### config.mk
export PLATFORM = sky130hd
export DESIGN_NAME = ospi_flash_ctrl
export DESIGN_NICKNAME = d
export VERILOG_FILES = /design/src/rtl/ospi_ctrl_pkg.sv /design/src/rtl/ospi_flash_ctrl.sv
export SDC_FILE = /design/constraint.sdc
export NUM_CORES = 1
export LEC_CHECK = 0
export ABC_AREA = 1
export ABC_CLOCK_PERIOD_IN_PS = 4090
export BUFFER_PORTS_ARGS = -buffer_cell sky130_fd_sc_hd__buf_4
export CELL_PAD_IN_SITES_DETAIL_PLACEMENT = 1
export CELL_PAD_IN_SITES_GLOBAL_PLACEMENT = 1
export CORE_UTILIZATION = 43
export CTS_CLUSTER_DIAMETER = 150
export DETAILED_ROUTE_END_ITERATION = 7
export HOLD_SLACK_MARGIN = 0.03
export MAX_ROUTING_LAYER = met4
export PLACE_DENSITY = 0.85
export SYNTH_ARGS = -nofsm -noshare
export SYNTH_HDL_FRONTEND = slang
export SYNTH_SLANG_ARGS = --single-unit
### constraint.sdc
create_clock -name clk -period 4.09 [get_ports clk]
set_input_delay 0.818 -clock clk [delete_from_list [all_inputs] [get_ports clk]]
set_output_delay 0.818 -clock clk [all_outputs]
set_load 0.02 [all_outputs]
### src/rtl/ospi_ctrl_pkg.sv
// Shared definitions for the OSPI flash sequencer: op encodings, FSM states, default widths.
package ospi_ctrl_pkg;

   localparam int OSPI_ADDR_W = 8;
   localparam int OSPI_DATA_W = 8;

   localparam logic [1:0] OP_READ  = 2'd0;
   localparam logic [1:0] OP_WRITE = 2'd1;
   localparam logic [1:0] OP_ERASE = 2'd2;
   localparam logic [1:0] OP_RSVD  = 2'd3;

   typedef enum logic [3:0] {
      ST_IDLE,
      ST_SETUP,
      ST_W_WAIT,
      ST_W_STB,
      ST_W_VFY,
      ST_W_VCAP,
      ST_E_ISSUE,
      ST_R_ISSUE,
      ST_R_CAP,
      ST_R_WAIT,
      ST_HOLD,
      ST_DONE
   } state_t;

endpackage

### src/rtl/ospi_flash_ctrl.sv
// Host-side burst sequencer driving CS framing and one-hot per-byte strobes into an OSPI flash.
// Define OSPI_WR_VERIFY_EN to read back and compare every written byte (sticky err per burst).
module ospi_flash_ctrl
   import ospi_ctrl_pkg::*;
#(
   parameter int ADDR_W   = OSPI_ADDR_W,
   parameter int DATA_W   = OSPI_DATA_W,
   parameter int LEN_W    = 8,
   parameter int CS_SETUP = 1,
   parameter int CS_HOLD  = 1
) (
   input  logic              clk,
   input  logic              reset_n,
   input  logic              req_valid,
   output logic              req_ready,
   input  logic [1:0]        req_op,
   input  logic [ADDR_W-1:0] req_addr,
   input  logic [LEN_W-1:0]  req_len,
   input  logic              wr_valid,
   output logic              wr_ready,
   input  logic [DATA_W-1:0] wr_data,
   output logic              rd_valid,
   input  logic              rd_ready,
   output logic [DATA_W-1:0] rd_data,
   output logic              done,
   output logic              err,
   output logic              busy,
   output logic              fl_cs_n,
   output logic              fl_write_enable,
   output logic              fl_read_enable,
   output logic              fl_erase_enable,
   output logic [ADDR_W-1:0] fl_address,
   output logic [DATA_W-1:0] fl_data_in,
   input  logic [DATA_W-1:0] fl_data_out
);

   localparam logic [7:0] SETUP_LAST = 8'(CS_SETUP - 1);
   localparam logic [7:0] HOLD_LAST  = 8'(CS_HOLD - 1);

   state_t            r_state;
   logic [1:0]        r_op;
   logic [ADDR_W-1:0] r_addr;
   logic [LEN_W-1:0]  r_rem;
   logic [7:0]        r_cnt;
   logic              r_err_acc;
   logic              r_req_ready, r_wr_ready, r_rd_valid, r_done, r_err, r_busy;
   logic              r_cs_n, r_we, r_re, r_ee;
   logic [ADDR_W-1:0] r_fl_addr;
   logic [DATA_W-1:0] r_fl_din, r_rd_data;

   logic              w_last;
   logic [ADDR_W-1:0] w_addr_nxt;

   assign w_last     = (r_rem == '0);
   assign w_addr_nxt = r_addr + 1'b1;

   always_ff @(posedge clk or negedge reset_n) begin
      if (!reset_n) begin
         r_state     <= ST_IDLE;
         r_op        <= OP_READ;
         r_addr      <= '0;
         r_rem       <= '0;
         r_cnt       <= '0;
         r_err_acc   <= 1'b0;
         r_req_ready <= 1'b1;
         r_wr_ready  <= 1'b0;
         r_rd_valid  <= 1'b0;
         r_rd_data   <= '0;
         r_done      <= 1'b0;
         r_err       <= 1'b0;
         r_busy      <= 1'b0;
         r_cs_n      <= 1'b1;
         r_we        <= 1'b0;
         r_re        <= 1'b0;
         r_ee        <= 1'b0;
         r_fl_addr   <= '0;
         r_fl_din    <= '0;
      end else begin
         // Strobes and done are single-cycle pulses unless re-armed below.
         r_we   <= 1'b0;
         r_re   <= 1'b0;
         r_ee   <= 1'b0;
         r_done <= 1'b0;
         r_err  <= 1'b0;
         case (r_state)
            ST_IDLE: begin
               if (req_valid) begin
                  r_op        <= req_op;
                  r_addr      <= req_addr;
                  r_rem       <= req_len;
                  r_err_acc   <= 1'b0;
                  r_req_ready <= 1'b0;
                  r_busy      <= 1'b1;
                  if (req_op == OP_RSVD) begin
                     r_state <= ST_DONE;
                     r_done  <= 1'b1;
                     r_err   <= 1'b1;
                  end else begin
                     r_state <= ST_SETUP;
                     r_cs_n  <= 1'b0;
                     r_cnt   <= '0;
                  end
               end
            end
            ST_SETUP: begin
               if (r_cnt == SETUP_LAST) begin
                  case (r_op)
                     OP_WRITE: begin
                        r_state    <= ST_W_WAIT;
                        r_wr_ready <= 1'b1;
                     end
                     OP_ERASE: begin
                        r_state   <= ST_E_ISSUE;
                        r_ee      <= 1'b1;
                        r_fl_addr <= r_addr;
                     end
                     default: begin
                        r_state   <= ST_R_ISSUE;
                        r_re      <= 1'b1;
                        r_fl_addr <= r_addr;
                     end
                  endcase
               end else begin
                  r_cnt <= r_cnt + 1'b1;
               end
            end
            ST_W_WAIT: begin
               if (wr_valid) begin
                  r_wr_ready <= 1'b0;
                  r_we       <= 1'b1;
                  r_fl_addr  <= r_addr;
                  r_fl_din   <= wr_data;
                  r_state    <= ST_W_STB;
               end
            end
`ifdef OSPI_WR_VERIFY_EN
            ST_W_STB: begin
               r_re    <= 1'b1;
               r_state <= ST_W_VFY;
            end
            ST_W_VFY: r_state <= ST_W_VCAP;
            ST_W_VCAP: begin
               if (fl_data_out != r_fl_din) r_err_acc <= 1'b1;
               r_addr <= w_addr_nxt;
               r_rem  <= r_rem - 1'b1;
               if (w_last) begin
                  r_state <= ST_HOLD;
                  r_cnt   <= '0;
               end else begin
                  r_state    <= ST_W_WAIT;
                  r_wr_ready <= 1'b1;
               end
            end
`else
            ST_W_STB: begin
               r_addr <= w_addr_nxt;
               r_rem  <= r_rem - 1'b1;
               if (w_last) begin
                  r_state <= ST_HOLD;
                  r_cnt   <= '0;
               end else begin
                  r_state    <= ST_W_WAIT;
                  r_wr_ready <= 1'b1;
               end
            end
`endif
            ST_E_ISSUE: begin
               r_addr <= w_addr_nxt;
               r_rem  <= r_rem - 1'b1;
               if (w_last) begin
                  r_state <= ST_HOLD;
                  r_cnt   <= '0;
               end else begin
                  r_ee      <= 1'b1;
                  r_fl_addr <= w_addr_nxt;
               end
            end
            ST_R_ISSUE: r_state <= ST_R_CAP;
            ST_R_CAP: begin
               r_rd_data  <= fl_data_out;
               r_rd_valid <= 1'b1;
               r_state    <= ST_R_WAIT;
            end
            ST_R_WAIT: begin
               if (rd_ready) begin
                  r_rd_valid <= 1'b0;
                  r_addr     <= w_addr_nxt;
                  r_rem      <= r_rem - 1'b1;
                  if (w_last) begin
                     r_state <= ST_HOLD;
                     r_cnt   <= '0;
                  end else begin
                     r_state   <= ST_R_ISSUE;
                     r_re      <= 1'b1;
                     r_fl_addr <= w_addr_nxt;
                  end
               end
            end
            ST_HOLD: begin
               if (r_cnt == HOLD_LAST) begin
                  r_cs_n  <= 1'b1;
                  r_state <= ST_DONE;
                  r_done  <= 1'b1;
                  r_err   <= r_err_acc;
               end else begin
                  r_cnt <= r_cnt + 1'b1;
               end
            end
            ST_DONE: begin
               r_state     <= ST_IDLE;
               r_busy      <= 1'b0;
               r_req_ready <= 1'b1;
            end
            default: r_state <= ST_IDLE;
         endcase
      end
   end

   assign req_ready       = r_req_ready;
   assign wr_ready        = r_wr_ready;
   assign rd_valid        = r_rd_valid;
   assign rd_data         = r_rd_data;
   assign done            = r_done;
   assign err             = r_err;
   assign busy            = r_busy;
   assign fl_cs_n         = r_cs_n;
   assign fl_write_enable = r_we;
   assign fl_read_enable  = r_re;
   assign fl_erase_enable = r_ee;
   assign fl_address      = r_fl_addr;
   assign fl_data_in      = r_fl_din;

endmodule

# Yosys cells after proc, flatten, opt, wreduce, memory -nomap -nowiden
# Cells that the tools add are included.
dict set report op_classes {
  n_reduce_logical 23
  muxes 59
  eq_ne 23
  n_addsub 3
}
# cell count
set ops {}
lappend ops {{$mux W8} 14}
lappend ops {{$pmux W8 S4} 2}
lappend ops {{$pmux W8 S3} 2}
lappend ops {{$mux W4} 9}
lappend ops {{$pmux W4 S9} 1}
lappend ops {{$mux W1} 22}
lappend ops {{$ne A2 B2 Y1 const B} 11}
lappend ops {{$add A8 B1 Y8 const B} 2}
lappend ops {{$eq A4 B4 Y1 const B} 4}
lappend ops {{$logic_not A8 Y1} 2}
lappend ops {{$reduce_and A5 Y1} 3}
lappend ops {{$pmux W1 S2} 7}
lappend ops {{$eq A4 B2 Y1 const B} 2}
lappend ops {{$eq A4 B3 Y1 const B} 2}
lappend ops {{$reduce_and A2 Y1} 4}
lappend ops {{$reduce_bool A4 Y1} 2}
lappend ops {{$sub A8 B1 Y8 const B} 1}
lappend ops {{$pmux W3 S2} 1}
lappend ops {{$reduce_and A6 Y1} 1}
lappend ops {{$reduce_bool A2 Y1} 3}
lappend ops {{$reduce_bool A3 Y1} 2}
lappend ops {{$reduce_or A2 Y1} 3}
lappend ops {{$eq A2 B2 Y1 const B} 2}
lappend ops {{$eq A4 B1 Y1 const B} 1}
lappend ops {{other kinds (5)} 5}
dict set report word_totals {
  regBits 64
  inputBits 39
  word_cells 126
}

# Longest topological paths before layout
# Gate-level depths: netlist of run 1.
dict set report logic_depth {
  ltp_word 5
  depth_mapped 11
}

# Least setup slack after synthesis of run 1
# OpenSTA, ideal clock, no wires.
dict set report synth_path {
  path_type {input to register}
  from {input rd_ready}
  to {register r_addr[0]}
  cell_stages 8
  setup_ps 121
  t_required_ps 3969
  slack_ps 2358
  arrival_time_ps 1611
  cell_sequence {inv_1 > nand3_1 > nand2_2 > nor2_8 > inv_2 > buf_4 > nand2_1 > o21ai_1}
}
dict set report synth_via {
  elab_chain_len 2
}
# element line_no
set synth_rtl {}
lappend synth_rtl {{start: declaration} ospi_flash_ctrl.sv:23} ;# input logic rd_ready,
lappend synth_rtl {{$ne A2 B2 Y1 (no source line)} n/a}
lappend synth_rtl {{$reduce_and A3 Y1 (no source line)} n/a}
lappend synth_rtl {{end signal: assignment} ospi_flash_ctrl.sv:89} ;# r_addr <= req_addr;
lappend synth_rtl {{end signal: assignment} ospi_flash_ctrl.sv:156} ;# r_addr <= w_addr_nxt;
lappend synth_rtl {{end signal: assignment} ospi_flash_ctrl.sv:168} ;# r_addr <= w_addr_nxt;
lappend synth_rtl {{end: declaration} ospi_flash_ctrl.sv:42} ;# logic [ADDR_W-1:0] r_addr;
# No other way between the ends.
# A chain may end at the register's enable or synchronous reset.

# Worst setup path after layout of run 1
dict set report layout_path {
  from {register r_state[1]}
  to {register r_cnt[5]}
}
dict set report layout_via {
  elab_chain_len 4
  elab_cells_between_ends 15
}
# element line_no
set layout_rtl {}
lappend layout_rtl {{start: declaration} ospi_flash_ctrl.sv:40} ;# state_t r_state;
lappend layout_rtl {{start signal: assignment} ospi_flash_ctrl.sv:59} ;# r_state <= ST_IDLE;
lappend layout_rtl {{start signal: assignment} ospi_flash_ctrl.sv:95} ;# r_state <= ST_DONE;
lappend layout_rtl {{start signal: assignment} ospi_flash_ctrl.sv:99} ;# r_state <= ST_SETUP;
lappend layout_rtl {{$eq A4 B4 Y1 (tied with other cells)} ospi_flash_ctrl.sv:85} ;# case (r_state)
lappend layout_rtl {{$reduce_or A2 Y1 (no source line)} n/a}
lappend layout_rtl {{$ne A2 B2 Y1 (no source line) / $reduce_bool A4 Y1 (equally long branches)} n/a}
lappend layout_rtl {{$reduce_and A5 Y1 (no source line)} n/a}
lappend layout_rtl {{end signal: assignment} ospi_flash_ctrl.sv:124} ;# r_cnt <= r_cnt + 1'b1;
lappend layout_rtl {{end signal: assignment} ospi_flash_ctrl.sv:206} ;# r_cnt <= r_cnt + 1'b1;
lappend layout_rtl {{end: declaration} ospi_flash_ctrl.sv:44} ;# logic [7:0] r_cnt;
# Parallel ways exist; a longest one is shown, timed or not.

==> results summary, run 1 <==
The per-instance average area after synthesis came out at around 7.5 µm². The most numerous cell in the Yosys netlist is nand2_1. The via count of the routed design is 3,332.

Relative to the synthesized area, the layout overhead comes to 23.0%. The total setup buffers inserted after CTS came out at 0. The global-route usage over all layers is 0.253. The area of all placed cells without fillers is 4380 µm².

In this run the worst hold path is classified as reg2reg. The post-synthesis async set-or-reset flop share is 1.00. In the final layout, the share of cells above drive strength 1 is 0.212. Entering global routing, the biggest net connects 65 pins.

The via count of the first global-routing pass came out at about 3.5k. The vertical extent of the die came out at 93.0 µm. The number of clock buffers added by TritonCTS is 9.

Routability-driven placement finished with a final weighted congestion of around 0.89. Counting flops with a built-in enable in the synthesized netlist gives 0. The master cell of the clock root buffer is clkbuf_8. The number of sinks on the clock net came out at 64. In this run the worst path has a maximum fanout of 31. The total of warnings raised by yosys is 0. The initial cell density of the core is 0.453.

The highest clock rate came out at approximately 0.41 GHz. The sequential element share of the synthesized area came out at 0.451. The worst setup skew after layout came out at approximately 0.0071 ns.

The met2 track utilization from global routing is 0.421. Once detail routing completed, the nets flagged for antenna violations numbered 0. The net count reported at finish is 596. The standby leakage power is about 2.4 nW.

For this run, global-route usage on met3 was measured as 0.0525. The post-cts hold buffer count is 0. STA classifies the critical path endpoint as a flop. The biggest area contributor in the post-synthesis netlist is dfrtp_1.

The fraction of post-synthesis cell area in the top cell type by area is 0.436. The number of inserted diodes is 0. The shortest clock period the worst path allows after layout is approximately 2.4 ns. The floorplan step set the die width to 93.0 µm. The hold violation count in the final report came to 0. The critical path arrival came out at 2.69 ns. The floorplan step defined a core boundary enclosing between 7000 and 8000 µm². In this run the count of I/O pins placed on the die edge is between 70 and 80. The die area is 8640 µm². Measured against its own limit, the worst slew margin works out to 0.270. The actual slew at the worst max-slew pin is 1.09 ns.

The total setup violations reported at the end of the flow came out at 0. The clock-pin slew on the worst setup and hold paths came out at about 0.070 ns. The setup TNS came out at 0 ns. In the final routed layout, each cell accounts on average for approximately 15 µm. The total overflow left after global routing is 0. The cell area after technology mapping came out at around 3600 µm². The number of core rows is 32. Yosys mapped the design onto 32 distinct sky130hd cell types. The number of vias per cell came out at 5.09. The layer carrying the most global-route usage is met2.

The worst setup path is of the reg2reg kind. The number of DRC violations after detailed routing came out at 0. The number of max-cap violations is 0. The iteration count of the initial detailed-routing pass came out at 4. The worst hold margin came out at 0.470 ns.

Input and output buffers added on the ports amount to just over 70. The number of buffers between clock root and the deepest sink came out at 2. The overall routed net length came out at 9650 µm. The power per cell area is between 700 and 800 nW/µm².

After synthesis, the most frequently instantiated cells are nand2_1, dfrtp_1, nor2_1. The total cell area at the placement stage came out at around 4200 µm². Yosys attributes the largest share of cell area to dfrtp_1, nand2_1, nand3_1. Synthesis inferred between 60 and 70 register bits. TritonCTS built the clock tree.

The initial detailed-routing violation count came out at 166. In the global route stage, met1 resource usage came out at 0.307. Among all flip-flop cells after synthesis, the most frequent one is dfrtp_1. The clock reaches the later pin of the worst-skew pair after approximately 0.35 ns. Synthesis produced a netlist with a net count of between 500 and 600.

The post-DP HPWL is 7140 µm. The post-route fraction of the period consumed by the critical path came out at 0.598. The max-slew violation count is 0. The flow ran to the end, and the final reports show no timing, DRC or antenna violations. The H-tree depth reported by CTS is 3. The global-route wire length before repair came out at roughly 17,000 µm. The initial antenna violation count is 0. The maximum vdd drop is roughly 0.36 mV. The worst endpoint required time is approximately 4.3 ns.

The count of instances resized after the clock tree is built is 0. STA classifies the critical path startpoint as a flop. The number of standard cells after synthesis is around 470. Setup repair after global routing left no endpoint under its margin.
## flip-flops by register name (all words and copies together), names as in the netlist, 2 cells and up
name / cells
fl_address: 8
r_rem: 8
r_addr: 8
r_op: 2
r_state: 4
rd_data: 8
fl_data_in: 8
r_cnt: 8
## metal layers
| layer | share of wire | vias up |
|---|---|---|
| met4 | 0.014 | 0 |
| met5 | 0 | - |
| li1 | - | 1652 |
| met3 | 0.040 | 11 |
| met2 | 0.51 | 68 |
| met1 | 0.44 | 1601 |
## cells in the final DEF, fill, tap and decap left out, types with 3 or more instances in the layout
| cell | synthesis | routed |
|---|---|---|
| nand2_1 | 181 | 181 |
| buf_4 | 2 | 72 |
| dfrtp_1 | 62 | 62 |
| nor2_1 | 44 | 44 |
| inv_1 | 39 | 39 |
| nand3_1 | 38 | 38 |
| o21ai_0 | 18 | 18 |
| clkbuf_8 | 0 | 10 |
| xor2_1 | 8 | 8 |
| o211ai_1 | 8 | 8 |
| mux2_2 | 8 | 8 |
| ha_1 | 8 | 8 |
| inv_2 | 6 | 6 |
| nand2_2 | 6 | 6 |
| o21ai_1 | 6 | 6 |
| nor3_1 | 5 | 5 |
| nor2_2 | 4 | 4 |
| nor2_4 | 3 | 3 |
| a21oi_1 | 3 | 3 |
| nand4_1 | 3 | 3 |
| o21bai_1 | 3 | 3 |
| clkinv_2 | 0 | 3 |
## where the power goes
| group | switching [mW] | total, mW | internal [mW] |
|---|---|---|---|
| logic | 1.19 | 1.85 | 0.656 |
| registers | 0.203 | 1.11 | 0.905 |
| clock network | 0.249 | 0.540 | 0.292 |
| total | 1.64 | 3.50 | 1.85 |
## logic make-up after synthesis
kind of cell,Yosys count,synth area share
DFF,64,0.451
adders and majority gates,8,0.0281
buffers and inverters,52,0.0584
muxes,8,0.0253
AOI/OAI and AO/OA,43,0.0721
xor gates and xnor gates,9,0.0222
and+or+nand+nor,288,0.343
## metrics by stage
step / setup WS, ns / power (mW) / utilization / cells
floorplan: 2.36 / 2.37 / - / 472
global placement: 1.68 / 2.88 / 0.534 / 640
detailed placement: 1.58 / 2.97 / 0.534 / 640
CTS: 1.58 / 3.53 / 0.558 / 655
global route: 1.32 / 3.80 / 0.558 / 655
finish: 1.64 / 3.50 / 0.558 / 655
## cell type report
cell class                      count  area, µm²
Multi-Input combinational cell    356       1750
Timing Repair Buffer               72        541
Fill cell                        1034       3470
Inverter                           46        173
Clock buffer                       11        141
Tap cell                          102        128
Clock inverter                      4       45.0
Sequential cell                    64       1600
## path summary, 6_finish.rpt
path / startpoint / endpoint / slack [ns] / cells after the start
max: r_state[1] / r_cnt[5] / 1.64 / 8
min: fl_cs_n / fl_cs_n / 0.47 / 2
max reg2reg: r_state[1] / r_cnt[5] / 1.64 / 8
min reg2reg: fl_cs_n / fl_cs_n / 0.47 / 2
max in group asynchronous: reset_n / r_rem[2] / 2.97 / 1
min in group asynchronous: reset_n / r_cnt[6] / 0.56 / 1
## critical path, stage by stage (launching register included)
cell	delay, ns
dfrtp_1	0.45
nand2_1	0.12
clkinv_1	0.12
nand2_1	0.14
nand3_1	0.76
nand2_1	0.36
nand3_2	0.22
nand2_1	0.11
nand2_1	0.05
Note: power is estimated with default switching activity, not from simulation.
==> run 2, diff against run 1 <==
- ABC_CLOCK_PERIOD_IN_PS: 4090 -> 2560
- CORE_UTILIZATION: 43 -> 40
- PLACE_DENSITY: 0.85 -> 0.79
- clock period: 4.09 -> 2.56 ns (I/O delays scaled with it)
==> run 2 against run 1 <==
- setup slack worse by 1.0 ns
- die area up 7.3%
- non-clock buffer count rose by 2
- register-to-register slack worse by 1.0 ns
- sequential cell count unchanged
- global-route usage shrank 2.1 points
- core utilization down 4.7 points
- count of clock-buffer cells in the layout is the same
- critical path depth up 1
- critical path type unchanged
- critical endpoint is now r_rem[6]
- largest cell class unchanged
==> results summary, run 2 (same netlist as run 1, synthesis figures left out) <==
The filler cell count in the final layout is 1,111 (+7.4%). The post-synthesis to final-layout area growth is 24.7%. The number of core rows came to 34 (+6.3%). The total internal power is 3.07 mW (+66%). The width of the die was 96.3 µm (+3.6%).

The power per cell area is 1280 nW/µm² (+60%). The setup TNS came out at 0 ns (unchanged). The hold violation count in the final report is 0 (unchanged). The critical path arrival came out at 2.23 ns (-0.46 ns). The run finished with clean final reports. The relative contribution of sequential cells to total power came out at 0.311 (-0.006).

The iteration count of the initial detailed-routing pass is 5 (+1). The area inside the core boundary came to 8680 µm² (+11%). The number of buffers between clock root and the deepest sink came out at 2 (unchanged).

The maximum fanout along the worst path came out at 19 (-39%). The part of the total power dissipated in combinational logic came out at 0.517 (-0.012). The worst setup path is of the reg2reg kind.

In this run the clock root is driven by a clkbuf_8. The number of buffers inserted during clock tree synthesis is 9 (unchanged). The worst hold margin is 0.237 ns (-0.233 ns). The post-DP HPWL is 7280 µm (+2.0%).

The initial cell density of the core is 0.410 (-0.0434). The actual slew at the worst max-slew pin was 0.824 ns (-0.268 ns). The clock power share is 0.172 (+0.018). The clock latency reported for the late side of the worst-skew pair came to 0.34 ns (about the same).

The overall routed net length is 9430 µm (-2.2%). The global-route usage over all layers came out at 0.232 (-0.0211). The highest clock rate came to 0.513 GHz (+25%). The max-slew violation count came to 0 (unchanged). The worst setup skew after layout came to 0.00939 ns (+0.00231 ns). The remaining antenna violation count after routing is 0 (unchanged).

The worst setup path is launched from a flop. The maximum vdd drop came to 0.559 mV (+54%). The clock-pin slew on the worst setup and hold paths is 0.07 ns (about the same). The number of sinks on the clock net came to 64 (unchanged).

The number of max-cap violations came out at 0 (unchanged). TritonCTS built the clock tree. The total setup violations reported at the end of the flow is 0 (unchanged). The H-tree depth reported by CTS is 3 (unchanged).

In the layout the commonest cells are nand2_1, buf_4, dfrtp_1. The count of instances resized after the clock tree is built is 0 (unchanged). The initial detailed-routing violation count came out at 103 (-38%). The worst relative slew slack is 0.450 (+0.180). The via count of the first global-routing pass came out at 3,471 (-1.8%). The post-route fraction of the period consumed by the critical path is 0.761 (+0.164). The port buffer count is 72 (unchanged). The path class of the tightest hold or removal check is in2async. The number of DRC violations after detailed routing was 0 (unchanged). The number of inserted diodes came to 0 (unchanged). The via count of the routed design was 3,357 (+0.75%). The post-cts hold buffer count is 0 (unchanged). The initial antenna violation count is 0 (unchanged).

The net count reported at finish is 598 (+0.34%). The global-route wire length before repair came out at 15,900 µm (-3.8%). The total setup buffers inserted after CTS is 0 (unchanged).

The worst endpoint required time is 2.84 ns (-1.49 ns). The number of vias per cell is 5.06 (-0.62%). The final weighted congestion in routability-driven placement came out at 0.886 (-0.84%). The global-route congestion overflow total is 0 (unchanged).

The shortest clock period the worst path allows after layout is 1.95 ns (-0.496 ns). The most frequent standard cell in the layout excluding fill and tap cells is nand2_1. The net switching share of the total power was 0.459 (-0.0108). The largest net degree at the start of global routing is 65 (unchanged). The ratio of cells with drive above 1 in the final layout is 0.216 (+0.00425). The net load switching power came to 2.61 mW (+59%). The number of top-level pins is 73 (unchanged). Setup repair after global routing left no endpoint under its margin.

The standby leakage power is 2.38 nW (+0.73%). The vertical extent of the die came out at 96.3 µm (+3.6%). The die area is 9270 µm² (+7.3%). The worst-case register-to-register setup slack is 0.61 ns (-1.03 ns). The kind of end point of the critical path is a flop. The wire length per cell came out at 14.2 µm (-3.5%).
run 2: cell types whose count changed in the layout (fill, tap and decap cells not counted), sizes merged:
cell	before	now
clkinvlp	0	2
bufinv	1	2
clkinv	4	2
buf	72	74
run 2: final cells by class:
cell class | instances | area, µm² | share of cell area
clock inverters | 5 | 80.1 | 0.0181
well taps | 108 | 135 | 0.0305
inverters | 46 | 173 | 0.0389
flip-flops and latches | 64 | 1600 | 0.362
multi-input cells | 356 | 1750 | 0.394
repair buffers | 74 | 556 | 0.125
clock buffers | 11 | 141 | 0.0319
run 2: layer usage:
layer | wire length, µm | vias to the layer above | global-route usage | part of all wire
met3 | 258 | 8 | 0.0411 | 0.027
met2 | 4660 | 54 | 0.392 | 0.49
met1 | 4440 | 1642 | 0.283 | 0.47
met5 | 0 | - | - | 0
met4 | 74 | 0 | 0.0699 | 0.0078
li1 | - | 1653 | - | -
run 2: through the flow:
step,instances,instance area (µm²),total power [mW],util,setup slack [ns]
after floorplan,472,3560,3.78,-,1.00
after global placement,648,4210,4.63,0.485,0.699
after detailed placement,648,4210,4.76,0.485,0.604
after CTS,664,4430,5.77,0.511,0.593
after global routing,664,4430,6.24,0.511,0.396
final,664,4430,5.69,0.511,0.611
run 2: worst paths after layout:
path | start | end | depth (start not counted)
min in group clk | wr_data[1] | fl_data_in[1] | 3
max in group asynchronous | reset_n | fl_address[7] | 1
max | r_state[1] | r_rem[6] | 9
min | reset_n | r_cnt[5] | 1
min reg2reg | fl_cs_n | fl_cs_n | 2
max reg2reg | r_state[1] | r_rem[6] | 9
run 2: power groups by stage:
stage	combinational (mW)	sequential [mW]	clock (mW)
floorplan	1.78	2.00	0
finish	2.94	1.77	0.976
CTS	2.99	1.77	1.01
detailed placement	2.98	1.78	0
global placement	2.88	1.76	0
global route	3.36	1.83	1.05
run 2: worst max-delay path, stage by stage, from the launching register on:
cell and delay [ns]:
dfrtp_1 0.45, nor2_2 0.25, nand2_2 0.17, nand2_2 0.27, nor2_4 0.09, nor2_8 0.25, inv_2 0.18, nor2_1 0.13
nand2_1 0.06, nand2_1 0.05
==> run 3, diff against run 2 <==
- ABC_CLOCK_PERIOD_IN_PS: 2560 -> 1910
- clock period: 2.56 -> 1.91 ns (I/O delays scaled with it)
==> run 3 against run 2 <==
- combinational power up 48%
- wire length up 5.0%
- sequential share of layout area down 1.0 points
- sequential power increased by 36%
- die area is the same
- via count increased by 1.7%
- critical path depth unchanged
- count of clock-buffer cells in the layout up 1
- non-clock buffer count grew 17
- power rose by 39%
- register-to-register slack worse by 0.40 ns
- global-route usage barely moved
- critical path type unchanged
==> results summary, run 3 (same netlist as run 1, synthesis figures left out) <==
The combined flip-flop and latch cell area is 1610 µm² (+0.23%). The actual slew at the worst max-slew pin came out at 0.447 ns (-0.377 ns). The number of core rows came out at 34 (unchanged). The total internal power came out at 4.23 mW (+38%). The width of the die is 96.3 µm (unchanged).

The initial detailed-routing violation count came out at 136 (+32%). The post-place setup slack is 0.118 ns (-0.487 ns). Leaving out fill and tap cells, the most frequent cell in the layout is nand2_1. The number of buffers inserted during clock tree synthesis came out at 9 (unchanged). The area inside the core boundary is 8680 µm² (unchanged). The post-route fraction of the period consumed by the critical path is 0.888 (+0.127). The wire length per cell is 14.5 µm (+2.3%). STA classifies the critical path endpoint as a flop. The port buffer count is 72 (unchanged). The relative contribution of sequential cells to total power came to 0.306 (-0.005).

The master cell of the clock root buffer is clkbuf_8. The worst setup skew after layout came out at 0.00737 ns (-0.00202 ns). The H-tree depth reported by CTS is 3 (unchanged). The smallest setup slack after layout is 0.214 ns (-0.397 ns). The number of DRC violations after detailed routing was 0 (unchanged).

The hold violation count in the final report is 0 (unchanged). The worst hold path begins at wr_data[1]. The critical path ends at r_addr[4].

The via count of the routed design is 3,415 (+1.7%). The initial cell density of the core came out at 0.410 (unchanged). The iteration count of the initial detailed-routing pass came out at 4 (-1).

The standby leakage power is 2.45 nW (+3.1%). The number of sinks on the clock net is 64 (unchanged). The number of buffers between clock root and the deepest sink came out at 2 (unchanged).

The maximum vdd drop came out at 0.809 mV (+45%). The endpoint of the worst-slack reg-to-reg timing path is r_addr[4]. The overall routed net length came out at 9900 µm (+5.0%). The area of all placed cells without fillers came out at 4580 µm² (+3.2%).

The net count reported at finish is 615 (+2.8%). The critical path in this run is classified as reg2reg. The ratio of cells with drive above 1 in the final layout came out at 0.248 (+0.0320).

The clock power share came out at 0.144 (-0.028). The number of top-level pins came out at 73 (unchanged). The filler cell count in the final layout came out at 1,125 (+1.3%). The power per cell area was 1720 nW/µm² (+34%). In the layout the commonest cells are nand2_1, buf_4, dfrtp_1. The worst-case register-to-register setup slack came out at 0.21 ns (-0.40 ns).

The die area came out at 9270 µm² (unchanged). The origin of the worst setup path is r_state[0]. The nature of the critical path startpoint is a flop.

The post-synthesis to final-layout area growth is 28.7%. The final weighted congestion in routability-driven placement is 0.915 (+3.2%). The highest clock rate came to 0.589 GHz (+15%). The total setup violations reported at the end of the flow came out at 0 (unchanged).

The global-route wire length before repair is 15,900 µm (-0.48%). The post-DP HPWL was 7330 µm (+0.57%). The largest net degree at the start of global routing is 38 (-42%). The worst register-to-register path begins at r_state[0].

TritonCTS built the clock tree. The min-delay analysis places its worst path in the category in2reg. The depth of the most critical reg-to-reg path was 9 (unchanged). The maximum fanout along the worst path is 14 (-5). The setup TNS came out at 0 ns (unchanged). The clock-pin slew on the worst setup and hold paths came out at 0.07 ns (about the same). The critical path arrival came out at 1.93 ns (-0.30 ns). The remaining antenna violation count after routing is 0 (unchanged). The net load switching power is 3.65 mW (+40%). The worst endpoint required time is 2.14 ns (-0.70 ns).

The run finished with clean final reports. The worst relative slew slack came out at 0.701 (+0.251). The net switching share of the total power is 0.463 (+0.00387). The initial antenna violation count came out at 0 (unchanged).

The via count of the first global-routing pass is 3,343 (-3.7%). The number of vias per cell is 5.01 (-0.81%). The vertical extent of the die came out at 96.3 µm (unchanged). The max-slew violation count came out at 0 (unchanged). Setup repair after global routing left no endpoint under its margin. The clock latency reported for the late side of the worst-skew pair was 0.35 ns (about the same). The shortest clock period the worst path allows after layout came out at 1.70 ns (-0.253 ns). The global-route congestion overflow total is 0 (unchanged). The number of inserted diodes is 0 (unchanged). The area of the multi-input gates is 1760 µm² (+0.72%).

The global-route usage over all layers is 0.232 (-0.000490). The part of the total power dissipated in combinational logic is 0.551 (+0.034). The total cell area at the placement stage came out at 4300 µm² (+2.0%). The total chip power came to 7.88 mW (+39%). The number of max-cap violations came out at 0 (unchanged).
run 3: changes by cell type in the layout (fill, tap and decap cells not counted), sizes merged:
cell and change:
clkbuf +1, clkinvlp +1, buf +16, dlygate4sd3 +1, bufinv -2
run 3: layout make-up:
type	count	area share
Timing Repair Buffer	91	0.155
Tap cell	108	0.0295
Sequential cell	64	0.351
Clock buffer	12	0.0361
Multi-Input combinational cell	356	0.384
Inverter	46	0.0377
Clock inverter	4	0.00601
run 3: worst min-delay path by stage:
stage,end,depth (start not counted),slack [ns]
3_5_place_dp,r_cnt[5],1,0.34
2_1_floorplan,busy,0,0.09
5_1_grt,fl_data_in[1],3,0.21
6_report,fl_data_in[1],3,0.23
3_3_place_gp,r_cnt[5],1,0.33
4_1_cts,fl_data_in[1],3,0.21
run 3: critical path, cell delays in order (launching register included):
cell	delay, ns
dfrtp_1	0.44
inv_2	0.06
nor2_2	0.19
nand2_2	0.18
nand2_2	0.14
nor2_4	0.06
nor2_8	0.20
inv_2	0.15
nand2_1	0.09
nand2_1	0.07
run 3: power groups by stage:
stage          Combinational [mW]  Sequential, mW  Clock, mW
4_1_cts                      4.12            2.39       1.17
2_1_floorplan                2.39            2.68          0
6_report                     4.34            2.41       1.13
3_5_place_dp                 4.09            2.40          0
3_3_place_gp                 3.96            2.37          0
5_1_grt                      4.86            2.49       1.24
run 3: layer usage:
metal  global-route usage  wire length [µm]
met4               0.0551               110
met2                0.373              4860
met3               0.0585               297
met1                0.293              4630
met5                    -                 0
run 3: stage by stage:
step | hold WS [ns] | cells | utilization
after floorplan | 0.0864 | 472 | -
after global placement | 0.333 | 656 | 0.495
after detailed placement | 0.339 | 656 | 0.495
after CTS | 0.215 | 673 | 0.519
after global routing | 0.214 | 681 | 0.527
final | 0.228 | 681 | 0.527
run 3: repair_timing:
action,4_1_cts,5_1_grt
buffers inserted,0,8
hold buffers,1,0
resized for setup,0,6
hold endpoints to repair,27,0
endpoints found under the setup margin,0,21
